[src/rtl/ro_freq_counter.sv]
//==============================================================================
// Module      : ro_freq_counter
// Description : Applies a challenge to a ring oscillator, enables it for a fixed
//               window and counts its synchronized rising edges (valid/ack out).
// Revision    : 1.0 - initial release
//==============================================================================
`default_nettype none

module ro_freq_counter #(
    parameter int WINDOW_CYCLES = 1024,
    parameter int SETTLE_CYCLES = 4,
    parameter int SYNC_STAGES   = 2,
    parameter int CNT_W         = 16
) (
    input  logic             CLK,
    input  logic             RST_N,
    input  logic             START,
    input  logic [5:0]       CHALLENGE,
    input  logic             ACK,
    output logic [2:0]       SEL,
    output logic [2:0]       BX,
    output logic             RO_EN,
    input  logic             RO_IN,
    output logic             BUSY,
    output logic [CNT_W-1:0] COUNT,
    output logic             VALID,
    output logic             OVF
);

    localparam int c_drain_cycles = SYNC_STAGES + 1;
    localparam int c_tmr_max_a    = (WINDOW_CYCLES > SETTLE_CYCLES) ? WINDOW_CYCLES : SETTLE_CYCLES;
    localparam int c_tmr_max      = (c_tmr_max_a > c_drain_cycles) ? c_tmr_max_a : c_drain_cycles;
    localparam int c_tmr_w        = $clog2(c_tmr_max + 1);

    localparam logic [c_tmr_w-1:0] c_settle_last = c_tmr_w'(SETTLE_CYCLES - 1);
    localparam logic [c_tmr_w-1:0] c_window_last = c_tmr_w'(WINDOW_CYCLES - 1);
    localparam logic [c_tmr_w-1:0] c_drain_last  = c_tmr_w'(c_drain_cycles - 1);

    typedef enum logic [2:0] {
        ST_IDLE   = 3'd0,
        ST_SETTLE = 3'd1,
        ST_RUN    = 3'd2,
        ST_DRAIN  = 3'd3,
        ST_DONE   = 3'd4
    } state_t;

    state_t                 state_q, state_d;
    logic [c_tmr_w-1:0]     timer_q, timer_d;
    logic [SYNC_STAGES-1:0] sync_q, sync_d;
    logic                   prev_q, prev_d;
    logic [CNT_W-1:0]       cnt_q, cnt_d;
    logic                   ovf_q, ovf_d;
    logic [CNT_W-1:0]       count_q, count_d;
    logic                   valid_q, valid_d;
    logic [2:0]             sel_q, sel_d;
    logic [2:0]             bx_q, bx_d;

    logic                   w_rise;
    logic                   w_cnt_en;
    logic [CNT_W-1:0]       w_cnt_upd;
    logic                   w_ovf_upd;

    // RO_IN is asynchronous; only the last synchronizer stage is trusted.
    always_comb begin
        sync_d = {sync_q[SYNC_STAGES-2:0], RO_IN};
        prev_d = sync_q[SYNC_STAGES-1];
    end

    assign w_rise   = sync_q[SYNC_STAGES-1] & ~prev_q;
    assign w_cnt_en = (state_q == ST_RUN) || (state_q == ST_DRAIN);

    // Saturating edge counter: an edge arriving at full scale sets OVF instead of wrapping.
    always_comb begin
        w_cnt_upd = cnt_q;
        w_ovf_upd = ovf_q;
        if (w_cnt_en && w_rise) begin
            if (cnt_q == {CNT_W{1'b1}}) begin
                w_ovf_upd = 1'b1;
            end else begin
                w_cnt_upd = cnt_q + CNT_W'(1);
            end
        end
    end

    always_comb begin
        state_d = state_q;
        timer_d = timer_q;
        cnt_d   = w_cnt_upd;
        ovf_d   = w_ovf_upd;
        count_d = count_q;
        valid_d = valid_q;
        sel_d   = sel_q;
        bx_d    = bx_q;
        case (state_q)
            ST_IDLE: begin
                if (START) begin
                    sel_d   = CHALLENGE[2:0];
                    bx_d    = CHALLENGE[5:3];
                    cnt_d   = '0;
                    ovf_d   = 1'b0;
                    timer_d = '0;
                    state_d = ST_SETTLE;
                end
            end
            ST_SETTLE: begin
                if (timer_q == c_settle_last) begin
                    timer_d = '0;
                    state_d = ST_RUN;
                end else begin
                    timer_d = timer_q + c_tmr_w'(1);
                end
            end
            ST_RUN: begin
                if (timer_q == c_window_last) begin
                    timer_d = '0;
                    state_d = ST_DRAIN;
                end else begin
                    timer_d = timer_q + c_tmr_w'(1);
                end
            end
            ST_DRAIN: begin
                // Capture includes an edge landing in the final drain cycle.
                if (timer_q == c_drain_last) begin
                    timer_d = '0;
                    count_d = w_cnt_upd;
                    valid_d = 1'b1;
                    state_d = ST_DONE;
                end else begin
                    timer_d = timer_q + c_tmr_w'(1);
                end
            end
            ST_DONE: begin
                if (ACK) begin
                    valid_d = 1'b0;
                    state_d = ST_IDLE;
                end
            end
            default: begin
                state_d = ST_IDLE;
                timer_d = '0;
                valid_d = 1'b0;
            end
        endcase
    end

    always_ff @(posedge CLK or negedge RST_N) begin
        if (!RST_N) begin
            state_q <= ST_IDLE;
            timer_q <= '0;
            sync_q  <= '0;
            prev_q  <= 1'b0;
            cnt_q   <= '0;
            ovf_q   <= 1'b0;
            count_q <= '0;
            valid_q <= 1'b0;
            sel_q   <= 3'd0;
            bx_q    <= 3'd0;
        end else begin
            state_q <= state_d;
            timer_q <= timer_d;
            sync_q  <= sync_d;
            prev_q  <= prev_d;
            cnt_q   <= cnt_d;
            ovf_q   <= ovf_d;
            count_q <= count_d;
            valid_q <= valid_d;
            sel_q   <= sel_d;
            bx_q    <= bx_d;
        end
    end

    assign SEL   = sel_q;
    assign BX    = bx_q;
    assign RO_EN = (state_q == ST_RUN);
    assign BUSY  = (state_q != ST_IDLE);
    assign COUNT = count_q;
    assign VALID = valid_q;
    assign OVF   = ovf_q;

endmodule

`default_nettype wire

[config.mk]
export PLATFORM = sky130hd
export DESIGN_NAME = ro_freq_counter
export DESIGN_NICKNAME = d
export VERILOG_FILES = /design/src/rtl/ro_freq_counter.sv
export SDC_FILE = /design/constraint.sdc
export NUM_CORES = 1
export LEC_CHECK = 0
export ABC_AREA = 1
export CORE_AREA = 2 2 87 89
export CTS_CLUSTER_SIZE = 10
export DETAILED_ROUTE_END_ITERATION = 8
export DIE_AREA = 0 0 89 91
export PLACE_DENSITY = 0.68
export SKIP_LAST_GASP = 1
export SLEW_MARGIN = 10
export SYNTH_ARGS = -nofsm -noshare
export SYNTH_HDL_FRONTEND = slang
export SYNTH_SLANG_ARGS = --single-unit
[constraint.sdc]
create_clock -name CLK -period 2.1 [get_ports CLK]
set_clock_uncertainty 0.05 [all_clocks]
set_input_delay 0.21 -clock CLK [delete_from_list [all_inputs] [get_ports CLK]]
set_output_delay 0.21 -clock CLK [all_outputs]
set_load 0.01 [all_outputs]
; ---- After elaboration in Yosys (flattened, before gate mapping)
; Index checks and enable logic that the tools add are counted.
; W data, S select, Z words.
[totals]
inputBits = 11
register_bits = 57
out_inout_bits = 26
[op_classes]
bitwise = 4
reduce_logical = 10
muxes = 22
addsub = 2
n_eq_ne = 13
[ops]
columns = operator, count
row1 = $mux W16, 4
row2 = $pmux W11 S5, 1
row3 = $mux W11, 4
row4 = $eq A11 B2 Y1 const B, 2
row5 = $add A16 B1 Y16 const B, 1
row6 = $eq A16 B16 Y1 const B, 1
row7 = $mux W3, 5
row8 = $pmux W3 S5, 1
row9 = $add A11 B1 Y11 const B, 1
row10 = $eq A11 B10 Y1 const B, 1
row11 = $eq A3 B2 Y1 const B, 2
row12 = $mux W1, 6
row13 = $ne A2 B2 Y1 const B, 3
row14 = $reduce_and A2 Y1, 3
row15 = $reduce_and A5 Y1, 1
row16 = $ne A2 B1 Y1 const B, 2
row17 = $eq A3 B1 Y1 const B, 1
row18 = $eq A3 B3 Y1 const B, 1
row19 = $logic_not A3 Y1, 1
row20 = $not A1 Y1, 3
row21 = $pmux W1 S3, 1
row22 = $reduce_and A3 Y1, 1
row23 = $reduce_bool A3 Y1, 1
row24 = $reduce_or A3 Y1, 1
row25 = other kinds (3), 3

; ---- Logic depth before layout (Yosys ltp)
; Gate-level depths: netlist of run 1.
[depth]
ltp_word = 6
mapped_depth = 10
depth_no_buf = 10

; ---- Worst setup path after synthesis of run 1
; No wires, ideal clock.
[synth_path]
path_kind = register to register
from = register cnt_q[0]
to = register count_q[6] (netlist: COUNT[6])
path_buffers = 1
setup_slack_ns = 0.610
arrival_ns = 1.322
required_ns = 1.932
stages_incl_launch_ff = 10
setup_ns = 0.118
period_less_slack_ns = 1.490
cell_sequence = dfrtp_1 ha_1 nand3_2 nor2_4 nand3_4 buf_6 nand3_1 nand2_1 nand3_1 nand2_1
[synth_between]
elab_chain_cells = 3
word_cells_on_any_way = 4
classes_between = 1 x add/sub / 1 x eq/ne / 2 x mux
[synth_rtl]
columns = item, line
row1 = start: declaration, 51  ; logic [CNT_W-1:0] cnt_q, cnt_d;
row2 = start signal: assignment, 163  ; cnt_q <= cnt_d;
row3 = $add A16 B1 Y16 or $eq A16 B16 Y1 (tied branches), "80, 77"
row4 = $mux W16 *, 77  ; if (cnt_q == {CNT_W{1'b1}}) begin
row5 = $mux W16 *, 76  ; if (w_cnt_en && w_rise) begin
row6 = end signal: assignment, 165  ; count_q <= count_d;
row7 = end: declaration, 53  ; logic [CNT_W-1:0] count_q, count_d;
; Every way passes the cells marked *; elsewhere a longest branch is shown, timed or not.
; A chain may end at the register's enable or synchronous reset.

; ---- Final worst setup path of run 1
[layout_path]
from = register state_q[2]
to = output RO_EN
[layout_between]
elab_chain_cells = 1
[layout_rtl]
columns = item, line
row1 = start: declaration, 47  ; state_t state_q, state_d;
row2 = start signal: assignment, 159  ; state_q <= state_d;
row3 = $eq A3 B2 Y1, 174  ; assign RO_EN = (state_q == ST_RUN);
row4 = end: declaration, 22  ; output logic RO_EN,
; Every way passes these cells.

==> flow_summary_export.csv, run 1 <==
group,metric,value,unit
run_status,outcome,"completed",
cts,clock_latency,0.33,ns
worst_setup_path,critical_path_peak_fanout,5,
sta,timing.max_slew.rel_slack,75.8,%
worst_setup_path,worstRegToRegCells,9,
floorplanning,ioPinCount,37,
floorplanning,die-area,8100,um^2
cts,maximum_clock_insertion_buffer_count,2,
logic_synthesis,yosys_most_used_dff,"sky130_fd_sc_hd__dfrtp_1",
hold_path,whs_endpoint,"sync_q[0]",
logic_synthesis,distinct_cell_type_count_after_synthesis,31,
placed_design,detailed_placement_wirelength_estimate,4.72,mm
final_layout,final_design_area_no_fill,3690,um^2
worst_setup_path,worstSetupStartpointType,"register",
floorplanning,initial_standard_cell_utilization_of_the_core,42.1,%
routing,post-route-drc-count,0,
final_layout,drive_above_1_share,8.43,%
pwr,powerDensity,1040,nW/um^2
worst_setup_path,worst_ep_arrival_time,1.70,ns
routing,count_of_vias_placed_by_the_detailed_router,2632,
grt,first_global_vias,2681,
final_layout,fin_nets,460,
logic_synthesis,netlist_instances,399,
grt,pin_count_of_the_biggest_net_entering_global_routing,58,
routing,detail-route-antenna-nets,0,
logic_synthesis,synth_top_cell_by_area,"sky130_fd_sc_hd__dfrtp_1",
pwr,vdd_ir_drop_max,0.000703,V
routing,detail_route.vias_per_cell,4.79,
worst_setup_path,regToRegEndpoint,"COUNT[1]",
final_layout,fillCellCount,721,
sta,timing.fmax,0.510,GHz
sta,tightestPinTransition,0.363,ns
flow_run,max-cap-violations,0,
logic_synthesis,synth_top_cell_area_share,47.5,%
floorplanning,chipWidth,89,um
sta,report.final.hold_viol_count,0,
logic_synthesis,synth.yosys.warnings,0,
hold_path,min-delay-path-class,"input pin to register",
grt,first_pass_grt_wire_length,11.6,mm
cts,tritoncts,"yes",
sta,min_period,1.96,ns
routing,post_dr_wirelength_cell,12.1,um
logic_synthesis,synthArstFlopShare,100,%
logic_synthesis,synth_top_area_cells,"sky130_fd_sc_hd__dfrtp_1 47%, sky130_fd_sc_hd__nand2_1 19%, sky130_fd_sc_hd__nor2_1 6.2%",
placed_design,portBuffers,36,
logic_synthesis,number_of_synthesized_register_bits,57,
placed_design,finalWeightedCongestion,0.885,
cts,cts.sink_count,57,
worst_setup_path,worst_setup_path_end_kind,"primary output",
final_layout,diodes,0,
logic_synthesis,synth_common_cells,"149 x sky130_fd_sc_hd__nand2_1, 57 x sky130_fd_sc_hd__dfrtp_1, 50 x sky130_fd_sc_hd__nor2_1, 39 x sky130_fd_sc_hd__inv_1, 27 x sky130_fd_sc_hd__nand3_1",
sta,final_min_period_over_clock_period,93.3,%
cts,clock-root-buffer,"sky130_fd_sc_hd__clkbuf_8",
sta,finalSetupViolations,0,
logic_synthesis,post_synth_instance_area,3010,um^2
worst_setup_path,regToRegSetupSlack,0.40,ns
cts,cts_buffers,9,
routing,postRouteWirelength,6.63,mm
hold_path,timing.hold.worst.start,"RO_IN",
worst_setup_path,crit_type,"register to primary output",
floorplanning,rows,31,
grt,grt_usage,18.2,%
logic_synthesis,synth_nets,413,
routing,firstDrtPassIters,4,
worst_setup_path,timing.rr.start,"cnt_q[1]",
pwr,overall_power_after_layout,3840,uW
floorplanning,die_h,91,um
routing,drtIter0Drc,143,
cts,clkSlewWorstSetupHoldPaths,0.06,ns
logic_synthesis,synth_most_common_cell,"sky130_fd_sc_hd__nand2_1",
floorplanning,core_area,7140,um^2
logic_synthesis,yosysSeqAreaShare,47.5,%
logic_synthesis,number_of_flops_mapped_to_enable_cells_by_yosys,0,
sta,slew_viol_final,0,
placed_design,post_dp_cell_area,3500,um^2
logic_synthesis,syn_area_per_cell,7.53,um^2
hold_path,timing.hold.worst_path_depth,1,
sta,setup_tns,0,ns
sta,grt_setup_unrepaired,"no",
grt,gr-total-overflow,0,
final_layout,area_growth,22.7,%
worst_setup_path,critical_path_required,1.84,ns
pwr,p_leak,0.00181,uW
grt,grt_antenna_before_repair,0,
cts,h-tree-depth,3,
==> report_power, final <==
part	switching (uW)	total [uW]	internal [uW]
sequential	190	1530	1340
combinational	783	1400	613
clock	419	907	487
==> flip-flops by register name (all words and copies together), names as in the netlist <==
name / flops
SEL: 3
prev_q: 1
timer_q: 11
OVF: 1
state_q: 3
sync_q: 2
VALID: 1
cnt_q: 16
BX: 3
COUNT: 16
==> layout make-up <==
class                   count  area, um^2  share of cell area [%]
clock buffers              13         159                    4.31
well taps                  99         124                    3.36
repair buffers             42         415                    11.3
flip-flops and latches     57        1430                    38.7
multi-input cells         294        1390                    37.7
clock inverters             3        15.0                   0.407
inverters                  42         158                    4.28
==> metal layers <==
layer / track usage, % / wire (um) / up-vias
met5: 0 / 0 / -
met4: 6.22 / 81 / 0
met3: 4.73 / 176 / 6
met2: 30.3 / 3330 / 42
met1: 22.6 / 3040 / 1238
li1: - / - / 1346
==> per-stage QoR <==
| stage | hold WS (ns) | setup WS (ns) | util [%] | std cells |
|---|---|---|---|---|
| detailed placement | 0.186 | 0.367 | 49.0 | 533 |
| global placement | 0.189 | 0.352 | 49.0 | 533 |
| global route | 0.272 | 0.0398 | 51.7 | 550 |
| floorplan | -0.136 | 0.610 | - | 399 |
| finish | 0.267 | 0.140 | 51.7 | 550 |
| CTS | 0.251 | 0.00732 | 51.6 | 550 |
==> logic make-up after synthesis <==
logic type | after synthesis | synth area share, %
adders and majority gates | 3 | 1.25
xor gates and xnor gates | 9 | 2.62
DFF | 57 | 47.5
and+or+nand+nor | 256 | 37.3
AOI/OAI and AO/OA | 26 | 4.83
buffers and inverters | 48 | 6.54
==> layout by cell type (no fill, tap or decap), drive strengths merged, types with 2 or more instances in the layout <==
master / n
inv: 41
nand3: 32
nand4: 9
clkinv: 4
o21ai: 14
nor3: 3
a21oi: 8
xor2: 7
buf: 6
xnor2: 2
dfrtp: 57
nand3b: 3
clkdlybuf4s50: 35
nor2: 57
nand2: 150
clkbuf: 13
ha: 3
==> worst max-delay path: stages, from the launching register on <==
cell and delay, ns:
sky130_fd_sc_hd__dfrtp_1 0.45, sky130_fd_sc_hd__inv_2 0.10, sky130_fd_sc_hd__nand2_1 0.13, sky130_fd_sc_hd__nor2_4 0.15, sky130_fd_sc_hd__clkdlybuf4s50_1 0.55
==> worst max path at each step <==
stage / startpoint / slack, ns / cells past startpoint / to
floorplan: cnt_q[0] / 0.61 / 9 / COUNT[6]
global placement: state_q[2] / 0.35 / 4 / RO_EN
detailed placement: START / 0.37 / 8 / timer_q[7]
CTS: state_q[2] / 0.007 / 4 / RO_EN
global route: state_q[2] / 0.04 / 4 / RO_EN
finish: state_q[2] / 0.14 / 4 / RO_EN
==> timing repair <==
| item | 4_1_cts | 5_1_grt |
|---|---|---|
| hold buffers | 1 | 0 |
| buffers inserted | 0 | 0 |
| endpoints found under the hold margin | 57 | 0 |
| resized for setup | 0 | 2 |
| endpoints found under the setup margin | 0 | 1 |
Power figures use the tool's default switching activity.
==> run 2, diff against run 1 <==
--- a/config.mk
+++ b/config.mk
@@ -13,2 +13,3 @@
 export PLACE_DENSITY = 0.68
+export SETUP_SLACK_MARGIN = 0.3
 export SKIP_LAST_GASP = 1
==> constraint.sdc (replaced) <==
create_clock -name CLK -period 2.1 [get_ports CLK]
set_clock_uncertainty 0.05 [all_clocks]
set_input_delay 0.42 -clock CLK [delete_from_list [all_inputs] [get_ports CLK]]
set_output_delay 0.42 -clock CLK [all_outputs]
set_load 0.01 [all_outputs]
==> flow_summary_export.csv, run 2 (synthesis results as in run 1) <==
group,metric,value,unit
cts,h-tree-depth,3,
placed_design,detailed_placement_wirelength_estimate,4.71,mm
worst_setup_path,critical_path_peak_fanout,2,
pwr,vdd_ir_drop_max,0.000597,V
cts,clock-root-buffer,"sky130_fd_sc_hd__clkbuf_8",
pwr,overall_power_after_layout,4320,uW
placed_design,finalWeightedCongestion,0.904,
final_layout,diodes,0,
sta,timing.fmax,0.582,GHz
grt,grt_usage,18.7,%
pwr,switching_power,1480,uW
worst_setup_path,critical_path_required,1.63,ns
worst_setup_path,worst_setup_path_end_kind,"primary output",
worst_setup_path,cpMaxStageDelayCell,"sky130_fd_sc_hd__clkdlybuf4s50_1",
sta,finalSetupViolations,0,
worst_setup_path,worstSetupStartpointType,"register",
worst_setup_path,crit_type,"register to primary output",
routing,post_dr_wirelength_cell,12.3,um
routing,detail-route-antenna-nets,0,
final_layout,layout_common_cells,"146 x sky130_fd_sc_hd__nand2_1, 55 x sky130_fd_sc_hd__dfrtp_1, 46 x sky130_fd_sc_hd__nor2_1",
final_layout,area_growth,28.3,%
routing,drtIter0Drc,150,
worst_setup_path,worstPathCellList,"clkdlybuf4s50_1",
grt,pin_count_of_the_biggest_net_entering_global_routing,58,
sta,final_min_period_over_clock_period,81.8,%
worst_setup_path,critical-path-max-stage-delay,0.54,ns
cts,cts.sink_count,57,
floorplanning,core_area,7140,um^2
sta,tightestPinTransition,0.363,ns
sta,grt_setup_unrepaired,"yes",
routing,count_of_vias_placed_by_the_detailed_router,2704,
floorplanning,ioPinCount,37,
cts,clkSlewWorstSetupHoldPaths,0.07,ns
floorplanning,chipWidth,89,um
pwr,power.share.combinational,34.7,%
pwr,p_leak,0.00188,uW
run_status,failed_checks,"hold timing",
pwr,pwr-share-clk,29.4,%
pwr,sequentialPowerShare,35.9,%
grt,gr-total-overflow,0,
routing,firstDrtPassIters,4,
sta,fin_hold_ws,-0.00332,ns
sta,setup_tns,0,ns
routing,post-route-drc-count,0,
pwr,powerDensity,1120,nW/um^2
floorplanning,initial_standard_cell_utilization_of_the_core,42.1,%
worst_setup_path,worst_ep_arrival_time,1.25,ns
placed_design,placed_cells,533,
final_layout,drive_above_1_share,13.7,%
run_status,outcome,"complete, but fails checks",
pwr,cell_internal_pwr,2840,uW
pwr,switching_share,34.2,%
flow_run,max-cap-violations,0,
grt,grt_antenna_before_repair,0,
sta,timing.max_slew.rel_slack,75.7,%
hold_path,min-delay-path-class,"input pin to async pin",
floorplanning,rows,31,
cts,maximum_clock_insertion_buffer_count,2,
worst_setup_path,worst_path_buffer_plus_inverter_count,1,
routing,postRouteWirelength,6.84,mm
sta,report.final.hold_viol_count,2,
worst_setup_path,cp_top_family,"buffers and inverters",
floorplanning,die-area,8100,um^2
routing,detail_route.vias_per_cell,4.85,
sta,slew_viol_final,0,
cts,holdBufCountCts,0,
final_layout,stdcell_count,558,
cts,tritoncts,"yes",
grt,first_pass_grt_wire_length,11.8,mm
placed_design,portBuffers,36,
sta,min_period,1.72,ns
final_layout,fin_nets,468,
floorplanning,die_h,91,um
grt,first_global_vias,2711,
final_layout,final_common_cell,"sky130_fd_sc_hd__nand2_1",
cts,clock_latency,0.35,ns
final_layout,final_util,54.0,%
cts,cts_buffers,9,
## run 2: changes by cell type in the layout (fill, tap and decap cells not counted), sizes merged
cell / change
clkbuf: -2
bufinv: +3
buf: +10
clkdlybuf4s50: -2
dlygate4sd3: -1
## run 2: path summary, 6_finish.rpt
check / start / endpoint / slack [ns] / cells past startpoint
setup / recovery: COUNT[5] / COUNT[5] / 0.38 / 1
hold / removal: RST_N / cnt_q[1] / -0.003 / 2
setup reg to reg: timer_q[1] / timer_q[7] / 0.43 / 8
hold reg to reg: sync_q[0] / sync_q[1] / 0.31 / 0
max in group asynchronous: RST_N / state_q[0] / 1.72 / 2
min in group CLK: sync_q[0] / sync_q[1] / 0.31 / 0
## run 2: worst register-to-register path, stage by stage, from the launching register on
cell	delay, ns
sky130_fd_sc_hd__dfrtp_1	0.44
sky130_fd_sc_hd__ha_4	0.18
sky130_fd_sc_hd__nand2_1	0.08
sky130_fd_sc_hd__nor2_2	0.17
sky130_fd_sc_hd__nand3_1	0.11
sky130_fd_sc_hd__nand2_2	0.12
sky130_fd_sc_hd__nand3_2	0.13
sky130_fd_sc_hd__nor2_4	0.21
sky130_fd_sc_hd__nor2_1	0.07
## run 2: repair_timing
action / in CTS / in global routing
endpoints found under the setup margin: 2 / 38
gates resized for setup: 7 / 17
pin swaps: 1 / 4
setup buffers: 2 / 7
## run 2: area by class of cell
class / instances / area [um^2]
fill: 705 / 3280
inverter: 42 / 158
clock inverter: 6 / 105
timing repair buffer: 50 / 463
clock buffer: 10 / 138
multi-input combinational: 294 / 1440
sequential: 57 / 1430
tap: 99 / 124
## run 2: stage by stage
stage / setup WS [ns] / instance area, um^2
floorplan: 0.610 / 3010
global placement: 0.268 / 3500
detailed placement: 0.245 / 3500
CTS: 0.308 / 3760
global route: 0.270 / 3850
finish: 0.382 / 3850
## run 2: routing by layer
metal  routed length [um]  share of wire (%)  vias to the layer above  global-route usage, %
met1                 3010                 44                     1298                   22.7
li1                     -                  -                     1358                      -
met5                    0                  0                        -                      0
met3                  200                2.9                       12                   4.73
met4                  167                2.4                        0                   9.08
met2                 3470                 51                       36                   30.5
## run 2: power by group through the flow
stage	registers [uW]	clock network [uW]	logic, uW
detailed placement	1540	0	1400
floorplan	1590	0	753
finish	1550	1270	1500
global route	1580	1340	1690
CTS	1530	1290	1420
global placement	1540	0	1370
==> run 3, diff against run 2 <==
Settings changed: PLACE_DENSITY 0.68 to 0.71.
Clock period 2.1 ns to 1.5 ns, I/O delays scaled along.
==> flow_summary_export.csv, run 3 (synthesis results as in run 1) <==
group,metric,value,unit
sta,timing.max_slew.rel_slack,79.5,%
worst_setup_path,crit_type,"register to primary output",
pwr,switching_share,39.3,%
placed_design,detailed_placement_wirelength_estimate,5.23,mm
pwr,sequentialPowerShare,28.5,%
worst_setup_path,worstPathCellList,"buf_4 -> buf_6 -> nor2_4 -> nand2_2 -> buf_6",
final_layout,area_growth,68.2,%
sta,fin_hold_ws,0.304,ns
pwr,power.share.combinational,53.4,%
floorplanning,rows,31,
worst_setup_path,critical_path.most_common_cell,"sky130_fd_sc_hd__buf_6",
floorplanning,ioPinCount,37,
worst_setup_path,cp_top_family,"flip-flops",
final_layout,final_common_cell,"sky130_fd_sc_hd__nand2_1",
floorplanning,initial_standard_cell_utilization_of_the_core,42.1,%
final_layout,layout_common_cells,"113 x sky130_fd_sc_hd__nand2_1, 65 x sky130_fd_sc_hd__buf_4, 53 x sky130_fd_sc_hd__dfrtp_1",
sta,timing.fmax,0.604,GHz
worst_setup_path,regToRegSetupSlack,-0.15,ns
routing,firstDrtPassIters,7,
cts,clock-root-buffer,"sky130_fd_sc_hd__clkbuf_8",
run_status,outcome,"complete, but fails checks",
placed_design,pre_cts_slack,-0.216,ns
worst_setup_path,regToRegEndpoint,"cnt_q[14]",
pwr,p_leak,0.00253,uW
hold_path,timing.hold.worst.start,"sync_q[0]",
routing,drtIter0Drc,278,
cts,cts.sink_count,57,
worst_setup_path,worst_path_buffer_plus_inverter_count,3,
hold_path,timing.hold.worst_path_depth,0,
worst_setup_path,critical_path_required,1.15,ns
placed_design,post_dp_cell_area,3920,um^2
routing,post_dr_wirelength_cell,15.5,um
worst_setup_path,worstRegToRegCells,11,
final_layout,stdcell_count,649,
placed_design,portBuffers,36,
cts,cts_buffers,9,
worst_setup_path,timing.rr.start,"state_q[2]",
sta,grt_setup_unrepaired,"yes",
pwr,powerDensity,1510,nW/um^2
final_layout,drive_above_1_share,46.5,%
routing,post-route-drc-count,0,
sta,finalSetupViolations,51,
sta,final_min_period_over_clock_period,110,%
cts,tritoncts,"yes",
final_layout,fin_nets,560,
final_layout,final_design_area_no_fill,5050,um^2
sta,min_period,1.65,ns
worst_setup_path,worstSetupStartpointType,"register",
grt,first_global_vias,3202,
sta,slew_viol_final,0,
routing,detail_route.vias_per_cell,5.06,
sta,smallest_setup_slack_after_layout,-0.154,ns
worst_setup_path,cpMaxStageDelayCell,"sky130_fd_sc_hd__dfrtp_1",
worst_setup_path,worst_ep_arrival_time,1.30,ns
placed_design,finalWeightedCongestion,0.889,
floorplanning,die_h,91,um
routing,count_of_vias_placed_by_the_detailed_router,3286,
floorplanning,core_area,7140,um^2
grt,grt_antenna_before_repair,0,
worst_setup_path,critical-path-max-stage-delay,0.40,ns
flow_run,max-cap-violations,0,
worst_setup_path,critical_path_peak_fanout,2,
hold_path,min-delay-path-class,"register to register",
cts,clock_latency,0.35,ns
grt,gr-total-overflow,0,
pwr,switching_power,2990,uW
pwr,cell_internal_pwr,4620,uW
floorplanning,chipWidth,89,um
cts,clkSlewWorstSetupHoldPaths,0.06,ns
floorplanning,die-area,8100,um^2
routing,postRouteWirelength,10.1,mm
grt,first_pass_grt_wire_length,15.1,mm
sta,tightestPinTransition,0.307,ns
routing,detail-route-antenna-nets,0,
placed_design,placed_cells,580,
pwr,vdd_ir_drop_max,0.00103,V
sta,report.final.hold_viol_count,0,
hold_path,whs_endpoint,"sync_q[1]",
grt,grt_usage,24.1,%
cts,maximum_clock_insertion_buffer_count,2,
cts,h-tree-depth,3,
pwr,pwr-share-clk,18.2,%
grt,pin_count_of_the_biggest_net_entering_global_routing,58,
run_status,failed_checks,"setup timing",
final_layout,diodes,0,
worst_setup_path,worst_setup_path_end_kind,"primary output",
pwr,overall_power_after_layout,7610,uW
-- run 3: stage by stage --
stage	utilization, %	TNS (ns)
after global routing	70.8	-8.68
after CTS	65.4	-0.925
final	70.8	-4.26
after detailed placement	55.0	-3.56
after floorplan	-	0
after global placement	55.0	-2.44
-- run 3: timing repair --
item                                   in CTS  in global routing
pin swaps                                  47                 50
endpoints found under the hold margin      57                  0
setup endpoints to repair                  80                 80
setup buffers                              33                 15
gates resized for setup                   208                 55
gates cloned                                4                  1
hold buffers                                1                  0
-- run 3: per-layer routing --
layer  track usage (%)  up-vias  part of all wire (%)
li1                  -     1555                     -
met3              5.00       24                   4.3
met4              9.58        0                   2.8
met5                 0        -                     0
met1              31.1     1609                    39
met2              38.9       98                    54
-- run 3: worst reg2reg max path: cells and delay by family, from the launching register on --
| family | cells | cell delay, ns |
|---|---|---|
| and+or+nand+nor | 7 | 0.76 |
| buffers and inverters | 4 | 0.37 |
| DFF | 1 | 0.40 |
-- run 3: area by class of cell --
type,count,area (um^2)
multi-input combinational,295,1890
clock buffer,11,131
timing repair buffer,140,1250
tap,99,124
inverter,42,173
fill,521,2080
clock inverter,4,45.0
sequential,57,1430
timing repair inverter,1,6.26
-- run 3: worst max path at each step --
stage                    start    endpoint  slack, ns  cells past startpoint
CTS                   cnt_q[1]   COUNT[10]      -0.07                     10
finish              state_q[2]        BUSY      -0.15                      5
floorplan             cnt_q[0]    COUNT[6]       0.02                      9
global placement         START  timer_q[4]      -0.18                      7
global route          cnt_q[3]   cnt_q[13]      -0.30                      8
detailed placement       START  timer_q[4]      -0.22                      7
-- run 3: power by group through the flow --
| stage | clock [uW] | sequential (uW) | combinational (uW) |
|---|---|---|---|
| 3_5_place_dp | 0 | 2160 | 2520 |
| 3_3_place_gp | 0 | 2150 | 2450 |
| 4_1_cts | 1390 | 2120 | 3310 |
| 5_1_grt | 1490 | 2200 | 4360 |
| 6_report | 1380 | 2170 | 4060 |
| 2_1_floorplan | 0 | 2250 | 1180 |
